===== config.mk =====
export PLATFORM = sky130hd
export DESIGN_NAME = down_timer_flat
export DESIGN_NICKNAME = d
export VERILOG_FILES = /design/src/rtl/down_timer_if.sv /design/src/rtl/down_timer.sv /design/src/flat_wrapper.sv
export SDC_FILE = /design/constraint.sdc
export NUM_CORES = 1
export LEC_CHECK = 0
export CORE_ASPECT_RATIO = 0.75
export CORE_MARGIN = 10
export CORE_UTILIZATION = 25
export CTS_BUF_LIST = sky130_fd_sc_hd__clkbuf_2 sky130_fd_sc_hd__clkbuf_4 sky130_fd_sc_hd__clkbuf_8
export DETAILED_ROUTE_END_ITERATION = 10
export PLACE_DENSITY_LB_ADDON = 0.08
export SLEW_MARGIN = 20
export SYNTH_ARGS = -nofsm -noshare
export SYNTH_HDL_FRONTEND = slang
export SYNTH_SLANG_ARGS = --single-unit

===== constraint.sdc =====
create_clock -name clk -period 2.3 [get_ports clk]
set_clock_uncertainty 0.15 [all_clocks]
set_input_delay 0.345 -clock clk [delete_from_list [all_inputs] [get_ports clk]]
set_output_delay 0.345 -clock clk [all_outputs]
set_load 0.01 [all_outputs]

===== src/rtl/down_timer_if.sv =====
// down_timer_if: control and status bundle between a timer user and the down_timer
interface down_timer_if #(parameter int WIDTH = 8);
  logic             clr;
  logic             load;
  logic [WIDTH-1:0] load_val;
  logic             start;
  logic             stop;
  logic             tick;
  logic             auto_reload;
  logic [WIDTH-1:0] cnt;
  logic             running;
  logic             zero;
  logic             expired;
  modport master (output clr, load, load_val, start, stop, tick, auto_reload,
                  input cnt, running, zero, expired);
  modport slave  (input clr, load, load_val, start, stop, tick, auto_reload,
                  output cnt, running, zero, expired);
endinterface


===== src/rtl/down_timer.sv =====
// down_timer: prescaled down counter with start/stop/hold, one-shot or auto-reload expiry
module down_timer #(
  parameter int WIDTH    = 8,
  parameter int PRESCALE = 1
) (
  input  logic          clk,
  input  logic          rst_n,
  down_timer_if.slave   bus
);
  typedef enum logic [1:0] {IDLE, RUN, HOLD} state_t;
  localparam logic [7:0]       PSC_MAX = 8'(PRESCALE - 1);
  localparam logic [WIDTH-1:0] ONE     = WIDTH'(1);
  state_t           state_q, state_d;
  logic [WIDTH-1:0] cnt_q, cnt_d;
  logic [WIDTH-1:0] rld_q, rld_d;
  logic [7:0]       psc_q, psc_d;
  logic             exp_q, exp_d;
  logic             running_q, running_d;
  // next state: clr > load > stop > start > tick-driven decrement
  always_comb begin
    state_d = state_q;
    cnt_d   = cnt_q;
    rld_d   = rld_q;
    psc_d   = psc_q;
    exp_d   = 1'b0;
    if (bus.clr) begin
      cnt_d   = '0;
      psc_d   = '0;
      state_d = IDLE;
    end else if (bus.load) begin
      cnt_d = bus.load_val;
      rld_d = bus.load_val;
      psc_d = '0;
    end else if (bus.stop) begin
      state_d = (state_q == RUN) ? HOLD : state_q;
    end else if (bus.start && state_q != RUN) begin
      state_d = (cnt_q != '0) ? RUN : state_q;
    end else if (state_q == RUN) begin
      if (cnt_q == '0) begin
        state_d = IDLE;
      end else if (bus.tick) begin
        if (psc_q == PSC_MAX) begin
          psc_d = '0;
          exp_d = (cnt_q == ONE);
          if (cnt_q != ONE) begin
            cnt_d = cnt_q - ONE;
          end else if (bus.auto_reload && rld_q != '0) begin
            cnt_d = rld_q;
          end else begin
            cnt_d   = '0;
            state_d = IDLE;
          end
        end else begin
          psc_d = psc_q + 8'd1;
        end
      end
    end
    running_d = (state_d == RUN);
  end
  // state register, cleared immediately on reset
  always_ff @(posedge clk or negedge rst_n) begin
    if (!rst_n) begin
      state_q   <= IDLE;
      cnt_q     <= '0;
      rld_q     <= '0;
      psc_q     <= '0;
      exp_q     <= 1'b0;
      running_q <= 1'b0;
    end else begin
      state_q   <= state_d;
      cnt_q     <= cnt_d;
      rld_q     <= rld_d;
      psc_q     <= psc_d;
      exp_q     <= exp_d;
      running_q <= running_d;
    end
  end
  assign bus.cnt     = cnt_q;
  assign bus.running = running_q;
  assign bus.zero    = (cnt_q == '0);
  assign bus.expired = exp_q;
endmodule


===== src/flat_wrapper.sv =====
// flat-port wrapper written by rule: the top's interface ports become plain ports
module down_timer_flat 
#(
  parameter int WIDTH    = 8,
  parameter int PRESCALE = 1
)
  (clk, rst_n, bus_clr, bus_load, bus_load_val, bus_start, bus_stop, bus_tick, bus_auto_reload, bus_cnt, bus_running, bus_zero, bus_expired);
  down_timer_if #(.WIDTH(WIDTH)) bus_i ();
  input  logic clk;
  input  logic rst_n;
  input wire logic [$bits(bus_i.clr)-1:0] bus_clr;
  input wire logic [$bits(bus_i.load)-1:0] bus_load;
  input wire logic [$bits(bus_i.load_val)-1:0] bus_load_val;
  input wire logic [$bits(bus_i.start)-1:0] bus_start;
  input wire logic [$bits(bus_i.stop)-1:0] bus_stop;
  input wire logic [$bits(bus_i.tick)-1:0] bus_tick;
  input wire logic [$bits(bus_i.auto_reload)-1:0] bus_auto_reload;
  output wire logic [$bits(bus_i.cnt)-1:0] bus_cnt;
  output wire logic [$bits(bus_i.running)-1:0] bus_running;
  output wire logic [$bits(bus_i.zero)-1:0] bus_zero;
  output wire logic [$bits(bus_i.expired)-1:0] bus_expired;
  assign bus_i.clr = bus_clr;
  assign bus_i.load = bus_load;
  assign bus_i.load_val = bus_load_val;
  assign bus_i.start = bus_start;
  assign bus_i.stop = bus_stop;
  assign bus_i.tick = bus_tick;
  assign bus_i.auto_reload = bus_auto_reload;
  assign bus_cnt = bus_i.cnt;
  assign bus_running = bus_i.running;
  assign bus_zero = bus_i.zero;
  assign bus_expired = bus_i.expired;
  down_timer #(.WIDTH(WIDTH), .PRESCALE(PRESCALE)) u_core (.clk(clk), .rst_n(rst_n), .bus(bus_i));
endmodule

==> results of run 1 <==
==> sequential cells by signal, indices dropped and copies added (netlist names) <==
register	flops
u_core.rld_q	8
u_core.bus.running	1
u_core.psc_q	8
u_core.state_q	2
u_core.bus.cnt	8
u_core.bus.expired	1
==> cell type report <==
type | instances | area, um^2
fillers | 666 | 4200
multi-input cells | 148 | 928
flip-flops and latches | 28 | 703
repair buffers | 53 | 462
well taps | 81 | 101
clock buffers | 4 | 55.1
inverters | 7 | 26.3
==> cell families (layout without fill, tap and decap cells) <==
group / Yosys count / after routing
AO/OA/AOI/OAI: 43 / 43
XOR/XNOR: 3 / 3
adder cells (fa/ha/maj): 5 / 5
buffers and inverters: 17 / 64
flip-flops: 28 / 28
multiplexers: 1 / 1
AND/OR/NAND/NOR: 96 / 96
==> cell usage in the layout (no fill, tap or decap), types with 3 or more instances in the layout <==
cell type / instances
a211o_1: 3
a21oi_1: 5
a31oi_1: 3
and3_1: 4
buf_4: 27
clkbuf_8: 4
clkdlybuf4s50_1: 25
dfrtp_1: 26
ha_1: 5
inv_1: 7
nand2_1: 33
nand2b_1: 6
nand3_1: 7
nand4_1: 6
nor2_1: 18
nor3_1: 6
o21a_1: 3
o21ai_0: 14
==> where the power goes <==
group	switching, uW	total, uW	internal (uW)
combinational	157	317	160
clock	170	324	154
sequential	39.7	571	531
==> what timing repair did <==
action                     CTS  global route
hold endpoints to repair     0             0
setup endpoints to repair    1             6
resized for setup            4             1
buffers inserted             0             3
pin swaps                    1             0
==> how the worst min path moves through the flow <==
stage / start / end / slack, ns / cells past startpoint
2_1_floorplan: rst_n / u_core.bus.cnt[0] / -0.10 / 0
3_3_place_gp: u_core.rld_q[6] / u_core.rld_q[6] / 0.34 / 2
3_5_place_dp: u_core.rld_q[6] / u_core.rld_q[6] / 0.34 / 2
4_1_cts: rst_n / u_core.bus.cnt[6] / 0.30 / 2
5_1_grt: rst_n / u_core.rld_q[7] / 0.32 / 2
6_report: rst_n / u_core.bus.cnt[6] / 0.29 / 2
==> stage by stage <==
stage	utilization	area, um^2	hold slack (ns)
final	0.351	2280	0.285
after global routing	0.351	2280	0.320
after CTS	0.347	2250	0.296
after detailed placement	0.338	2190	0.339
after global placement	0.338	2190	0.343
after floorplan	-	1710	-0.101
==> routing by layer <==
| layer | up-vias | global-route usage |
|---|---|---|
| met3 | 2 | 0.0302 |
| li1 | 780 | - |
| met5 | - | 0 |
| met2 | 33 | 0.126 |
| met4 | 0 | 0.0189 |
| met1 | 727 | 0.148 |
==> worst max-delay path: stages, from the launching register on <==
cell	delay, ns
dfrtp_1	0.39
or4_4	0.56
nor4_1	0.26
buf_4	0.18
nand4_1	0.12
a211oi_2	0.30
nor4_1	0.09
==> impl_metrics.yaml, run 1 <==
status:
  outcome: "finished clean"
hold_path:
  hold_class: "input pin to async pin"
detailed_routing:
  ant_nets: 0
  finalWirelength_um: 4920
  num_vias: 1542
  met1_length_um: 2770
  highest-signal-layer: "met4"
  firstDrtPassIters: 4
  drt_iter0_markers: 53
  dr_wl_met3_um: 232
  vias_per_cell: 4.80
  routed-wl-met2_um: 1890
  post_drt_wl_per_cell_um: 15.3
  drcViolationCount: 0
clocking:
  cts_hold_buffers: 0
  tritoncts: "built"
  clock_latency_ns: 0.28
  cts_buffers: 3
  cts_sinks: 28
  clock-root-buffer: "clkbuf_8"
  ctsLongestPathBuffers: 2
  path_clk_slew_ns: 0.11
  htreeDepth: 1
synth:
  synthAdderAreaFrac: 0.0367
  yosys.area.top_type_share: 0.411
  syn-num-nets: 214
  synth.most_common_cell: "nand2_1"
  yosys.area_share.simple: 0.288
  async_flop_share: 1.00
  synth_edf_count: 0
  mappedNetlistArea_um2: 1710
  avgSynthCellArea_um2: 8.84
  synth_top_family_by_area: "simple AND/OR/NAND/NOR gates"
  yosys-top-cells-area: "dfrtp_1, nand2_1, o21ai_0"
  synth_top_flop_cell: "dfrtp_1"
  synth_area_leader_cell: "dfrtp_1"
  synth_compound_area_frac: 0.192
  synth_top_cells_by_count: "nand2_1, dfrtp_1, nor2_1"
  ys_seq_elements: 28
  synthCells: 193
  synthMuxAreaShare: 0.00587
  synth.distinct_cells: 45
  synth_warnings: 0
  ys_seq_area_frac: 0.411
  synthXorXnorAreaFrac: 0.0154
timing:
  hold_viol: 0
  tightestPinTransition_ns: 0.420
  relSlewSlack: 0.720
  max_freq_mhz: 463
  fin_crit_ns: 2.16
  finalSetupTns_ns: 0
  setup_slack_ns: 0.141
  rsz0062_at_grt: "no"
  slew_violations: 0
  period_share: 0.939
  finalSetupViolCount: 0
placement:
  hpwl_um: 3710
  gp_congestion: 0.751
  dpl_worst_slack_ns: 0.0890
  io_buffers: 26
  dp_cells: 314
floorplan:
  core_um2: 6470
  io-pin-count: 27
  rows: 25
  die_area_um2: 10600
  die_h_um: 91.6
  start_util: 0.264
  die_w_um: 115
worst_setup_path:
  crit_start: "u_core.psc_q[5]"
  critPathArrivalTime_ns: 2.17
  ff2ff_setup_slack_ns: 0.14
  crit_path_end_kind: "flip-flop"
  r2r-start: "u_core.psc_q[5]"
  crit_type: "flip-flop to flip-flop"
  crit_required_ns: 2.32
  crit_end: "u_core.bus.running"
  r2r-end: "u_core.bus.running"
  cp_max_fo: 2
  rr_worst_depth: 6
  start_kind: "flip-flop"
finish:
  diodes: 0
  finish.net_count: 262
  fin_cells: 321
  syn_to_final_growth_pct: 33.4
  drive_gt1_frac: 0.196
grt:
  grt_pass1_wl_um: 8250
  first_global_vias: 1545
  track_usage: 0.0968
  antenna_found_initial: 0
  grt_start_max_net_pins: 29
  overflow: 0
pwr:
  total_leakage_power_uw: 0.00103
  vdd_drop_max_v: 0.000188
  power_density_nw_per_um2: 532
  total_power_uw: 1210
run:
  cap_violations: 0
Note: power is estimated with default switching activity, not from simulation.
==> run 2, diff against run 1 <==
--- a/config.mk
+++ b/config.mk
@@ -6,7 +6,7 @@
 export NUM_CORES = 1
 export LEC_CHECK = 0
 export CORE_ASPECT_RATIO = 0.75
-export CORE_MARGIN = 10
+export CORE_MARGIN = 2
 export CORE_UTILIZATION = 25
 export CTS_BUF_LIST = sky130_fd_sc_hd__clkbuf_2 sky130_fd_sc_hd__clkbuf_4 sky130_fd_sc_hd__clkbuf_8
 export DETAILED_ROUTE_END_ITERATION = 10
==> run 2 against run 1 <==
Via count is 0.32% higher. Sequential share of layout area shrank 0.62 points. Utilization fell by 0.55 points. Clock power is 3% lower. Flip-flop and latch count stayed put. Global-route usage increased by 4.6 points. Die area down 29%. Critical path depth down 1. Fmax decreased by 2.0%. Combinational power is 5% higher.
==> impl_metrics.yaml, run 2 (synthesis gave the netlist of run 1 again) <==
hold_path:
  hold_class: "input pin to async pin"
detailed_routing:
  drt_iter0_markers: 101
  firstDrtPassIters: 4
  post_drt_wl_per_cell_um: 15.1
  drcViolationCount: 0
  finalWirelength_um: 4950
  num_vias: 1547
  vias_per_cell: 4.72
  ant_nets: 0
placement:
  hpwl_um: 3640
  io_buffers: 26
  gp_congestion: 0.766
  dp_cells: 320
timing:
  slew_violations: 0
  max_freq_mhz: 454
  tightestPinTransition_ns: 0.448
  rsz0062_at_grt: "no"
  relSlewSlack: 0.702
  finalSetupTns_ns: 0
  fin_crit_ns: 2.20
  period_share: 0.958
  hold_viol: 0
  finalSetupViolCount: 0
grt:
  antenna_found_initial: 0
  grt_start_max_net_pins: 29
  overflow: 0
  grt_pass1_wl_um: 8210
  track_usage: 0.143
  first_global_vias: 1502
worst_setup_path:
  crit_type: "flip-flop to flip-flop"
  cp_max_fo: 6
  critPathArrivalTime_ns: 2.23
  start_kind: "flip-flop"
  crit_path_end_kind: "flip-flop"
  crit_required_ns: 2.33
floorplan:
  die_w_um: 99.4
  die_area_um2: 7510
  core_um2: 6700
  die_h_um: 75.6
  start_util: 0.255
  io-pin-count: 27
  rows: 26
pwr:
  vdd_drop_max_v: 0.000218
  power_density_nw_per_um2: 525
  total_power_uw: 1220
  total_leakage_power_uw: 0.00106
clocking:
  cts_hold_buffers: 0
  clock_latency_ns: 0.28
  ctsLongestPathBuffers: 2
  cts_sinks: 28
  htreeDepth: 1
  cts_buffers: 3
  tritoncts: "built"
  path_clk_slew_ns: 0.10
  clock-root-buffer: "clkbuf_8"
finish:
  fin_cells: 328
  diodes: 0
  layout_commonest_cell: "nand2_1"
  drive_gt1_frac: 0.205
  layout_common_cells: "nand2_1, buf_4, dfrtp_1"
  fillerInstances: 708
  syn_to_final_growth_pct: 35.9
  finish.net_count: 266
run:
  cap_violations: 0
status:
  outcome: "finished clean"
[run 2: timing repair]
action,in CTS,in global routing
buffers inserted,2,2
gates resized for setup,4,1
pin swaps,2,0
endpoints found under the setup margin,1,3
[run 2: where the power goes]
| group | switching (uW) | total, uW | internal [uW] | leakage [uW] |
|---|---|---|---|---|
| Sequential | 38.1 | 568 | 530 | 0.000365 |
| Clock | 161 | 315 | 154 | 0.0000288 |
| Combinational | 165 | 333 | 168 | 0.000665 |
[run 2: worst max-delay path: stages (launching register included)]
cell	delay (ns)
dfrtp_1	0.39
or4_4	0.56
o41ai_4	0.30
a21boi_4	0.35
o31ai_1	0.12
a22o_1	0.24
[run 2: per-stage QoR]
step	cell area (um^2)	setup WS [ns]	utilization	hold WS (ns)
2_1_floorplan	1710	0.155	-	-0.101
3_3_place_gp	2230	0.109	0.332	0.332
3_5_place_dp	2230	0.0740	0.332	0.340
4_1_cts	2300	0.0478	0.343	0.312
5_1_grt	2320	0.00351	0.346	0.332
6_report	2320	0.0964	0.346	0.301
[run 2: per-layer routing]
| layer | share of wire | track usage |
|---|---|---|
| met5 | 0 | 0 |
| met4 | 0.0051 | 0.0228 |
| met3 | 0.052 | 0.0303 |
| met2 | 0.38 | 0.204 |
| met1 | 0.56 | 0.223 |
[run 2: final cells by class]
type,instances,area (um^2),share of cell area
tap,84,105,0.0453
sequential,28,702,0.303
timing repair buffer,57,504,0.217
inverter,7,26.3,0.0113
clock buffer,4,55.1,0.0237
multi-input combinational,148,926,0.399
[run 2: worst paths after layout]
check	slack, ns	depth (start not counted)	to	startpoint
setup / recovery	0.1	5	u_core.bus.cnt[4]	u_core.psc_q[5]
hold / removal	0.30	2	u_core.bus.cnt[6]	rst_n
setup reg to reg	0.1	5	u_core.bus.cnt[4]	u_core.psc_q[5]
hold reg to reg	0.35	2	u_core.rld_q[6]	u_core.rld_q[6]
max in group asynchronous	1.41	2	u_core.bus.cnt[4]	rst_n
min in group clk	0.35	2	u_core.rld_q[6]	u_core.rld_q[6]
==> run 3, diff against run 2 <==
--- a/config.mk
+++ b/config.mk
@@ -5,7 +5,6 @@
 export SDC_FILE = /design/constraint.sdc
 export NUM_CORES = 1
 export LEC_CHECK = 0
-export CORE_ASPECT_RATIO = 0.75
 export CORE_MARGIN = 2
 export CORE_UTILIZATION = 25
 export CTS_BUF_LIST = sky130_fd_sc_hd__clkbuf_2 sky130_fd_sc_hd__clkbuf_4 sky130_fd_sc_hd__clkbuf_8
==> run 3 against run 2 <==
Via count is 3.9% higher. Sequential share of layout area is essentially flat. Utilization rose by 0.12 points. First-iteration DRC count down 17%. Count of clock-buffer cells in the layout unchanged. Routed wire length is 2.1% lower. Hold slack worse by 0.0085 ns. Die area decreased by 0.10%. Clock power up 3%. Critical path depth increased by 1. Flip-flop and latch count stayed put. Cell count decreased by 0.91%.
==> impl_metrics.yaml, run 3 (synthesis gave the netlist of run 1 again) <==
finish:
  seqCellArea_um2: 702
  layout_common_cells: "nand2_1, buf_4, dfrtp_1"
  finish.net_count: 267
  drive_gt1_frac: 0.212
  diodes: 0
  syn_to_final_growth_pct: 35.9
  fin_cells: 325
  fillerInstances: 735
  post-route-util: 0.347
  final_area_um2: 2320
  multi_input_area_um2: 933
  layout_commonest_cell: "nand2_1"
timing:
  slew_violations: 0
  hold_viol: 0
  fin_crit_ns: 2.22
  fin_worst_hold_slack_ns: 0.292
  max_freq_mhz: 451
  tightestPinTransition_ns: 0.453
  period_share: 0.965
  relSlewSlack: 0.698
  finalSetupViolCount: 0
detailed_routing:
  vias_per_cell: 4.94
  post_drt_wl_per_cell_um: 14.9
  finalWirelength_um: 4840
  drt_iter0_markers: 84
  drcViolationCount: 0
  ant_nets: 0
  firstDrtPassIters: 4
  num_vias: 1607
clocking:
  htreeDepth: 1
  cts_sinks: 28
  path_clk_slew_ns: 0.11
  tritoncts: "built"
  ctsLongestPathBuffers: 2
  clock_latency_ns: 0.29
  cts_buffers: 3
  clock-root-buffer: "clkbuf_8"
worst_setup_path:
  crit_type: "flip-flop to flip-flop"
  crit_path_end_kind: "flip-flop"
  start_kind: "flip-flop"
  cp_max_fo: 5
  critPathArrivalTime_ns: 2.25
  r2r-end: "u_core.bus.cnt[6]"
  r2r-start: "u_core.psc_q[5]"
  ff2ff_setup_slack_ns: 0.08
  rr_worst_depth: 6
  crit_required_ns: 2.33
placement:
  dp_cells: 315
  hpwl_um: 3470
  place_area_um2: 2200
  gp_congestion: 0.726
  io_buffers: 26
pwr:
  power_density_nw_per_um2: 528
  vdd_drop_max_v: 0.000198
  total_leakage_power_uw: 0.00106
  total_power_uw: 1220
grt:
  first_global_vias: 1592
  grt_start_max_net_pins: 29
  antenna_found_initial: 0
  track_usage: 0.136
  grt_pass1_wl_um: 8070
  overflow: 0
floorplan:
  io-pin-count: 27
  start_util: 0.255
  rows: 30
  die_w_um: 86.6
  die_area_um2: 7500
  die_h_um: 86.6
  core_um2: 6680
hold_path:
  hold_class: "input pin to async pin"
status:
  outcome: "finished clean"
run:
  cap_violations: 0
## run 3: stage by stage
step           TNS [ns]  setup WS (ns)
6_report              0         0.0816
5_1_grt         -0.0178        -0.0102
4_1_cts               0         0.0180
3_5_place_dp          0         0.0402
3_3_place_gp          0         0.0699
2_1_floorplan         0          0.155
## run 3: report_power, final
part | switching, uW | internal [uW]
Sequential | 37.3 | 530
Clock | 172 | 154
Combinational | 161 | 169
Total | 371 | 853
## run 3: layout make-up
type	instances	share of cell area
Clock buffer	4	0.0237
Inverter	7	0.0113
Multi-Input combinational cell	148	0.402
Sequential cell	28	0.303
Tap cell	80	0.0432
Timing Repair Buffer	58	0.217
## run 3: worst max path at each step
stage	startpoint	end	slack (ns)	cells after the start
finish	u_core.psc_q[5]	u_core.bus.cnt[6]	0.08	6
CTS	u_core.psc_q[5]	u_core.bus.cnt[4]	0.02	5
floorplan	u_core.psc_q[5]	u_core.bus.cnt[4]	0.16	5
detailed placement	u_core.psc_q[5]	u_core.bus.cnt[4]	0.04	5
global route	u_core.psc_q[4]	u_core.bus.cnt[6]	-0.01	6
global placement	u_core.psc_q[5]	u_core.bus.cnt[4]	0.07	5
## run 3: routing by layer
layer	global-route usage	wire length (um)
met5	0	0
met4	0.0384	44
met3	0.0200	173
met2	0.215	2180
met1	0.194	2440
## run 3: worst max-delay path: stages, from the launching register on
cell and delay (ns):
dfrtp_1 0.39, or4_4 0.55, o41ai_4 0.31, a21boi_4 0.32, buf_4 0.17, nand2_1 0.05, o22a_2 0.18
## run 3: timing repair
action	CTS	global route
pin swaps	2	0
resized for setup	4	3
endpoints found under the setup margin	1	5
setup buffers	2	4
hold buffers	0	0
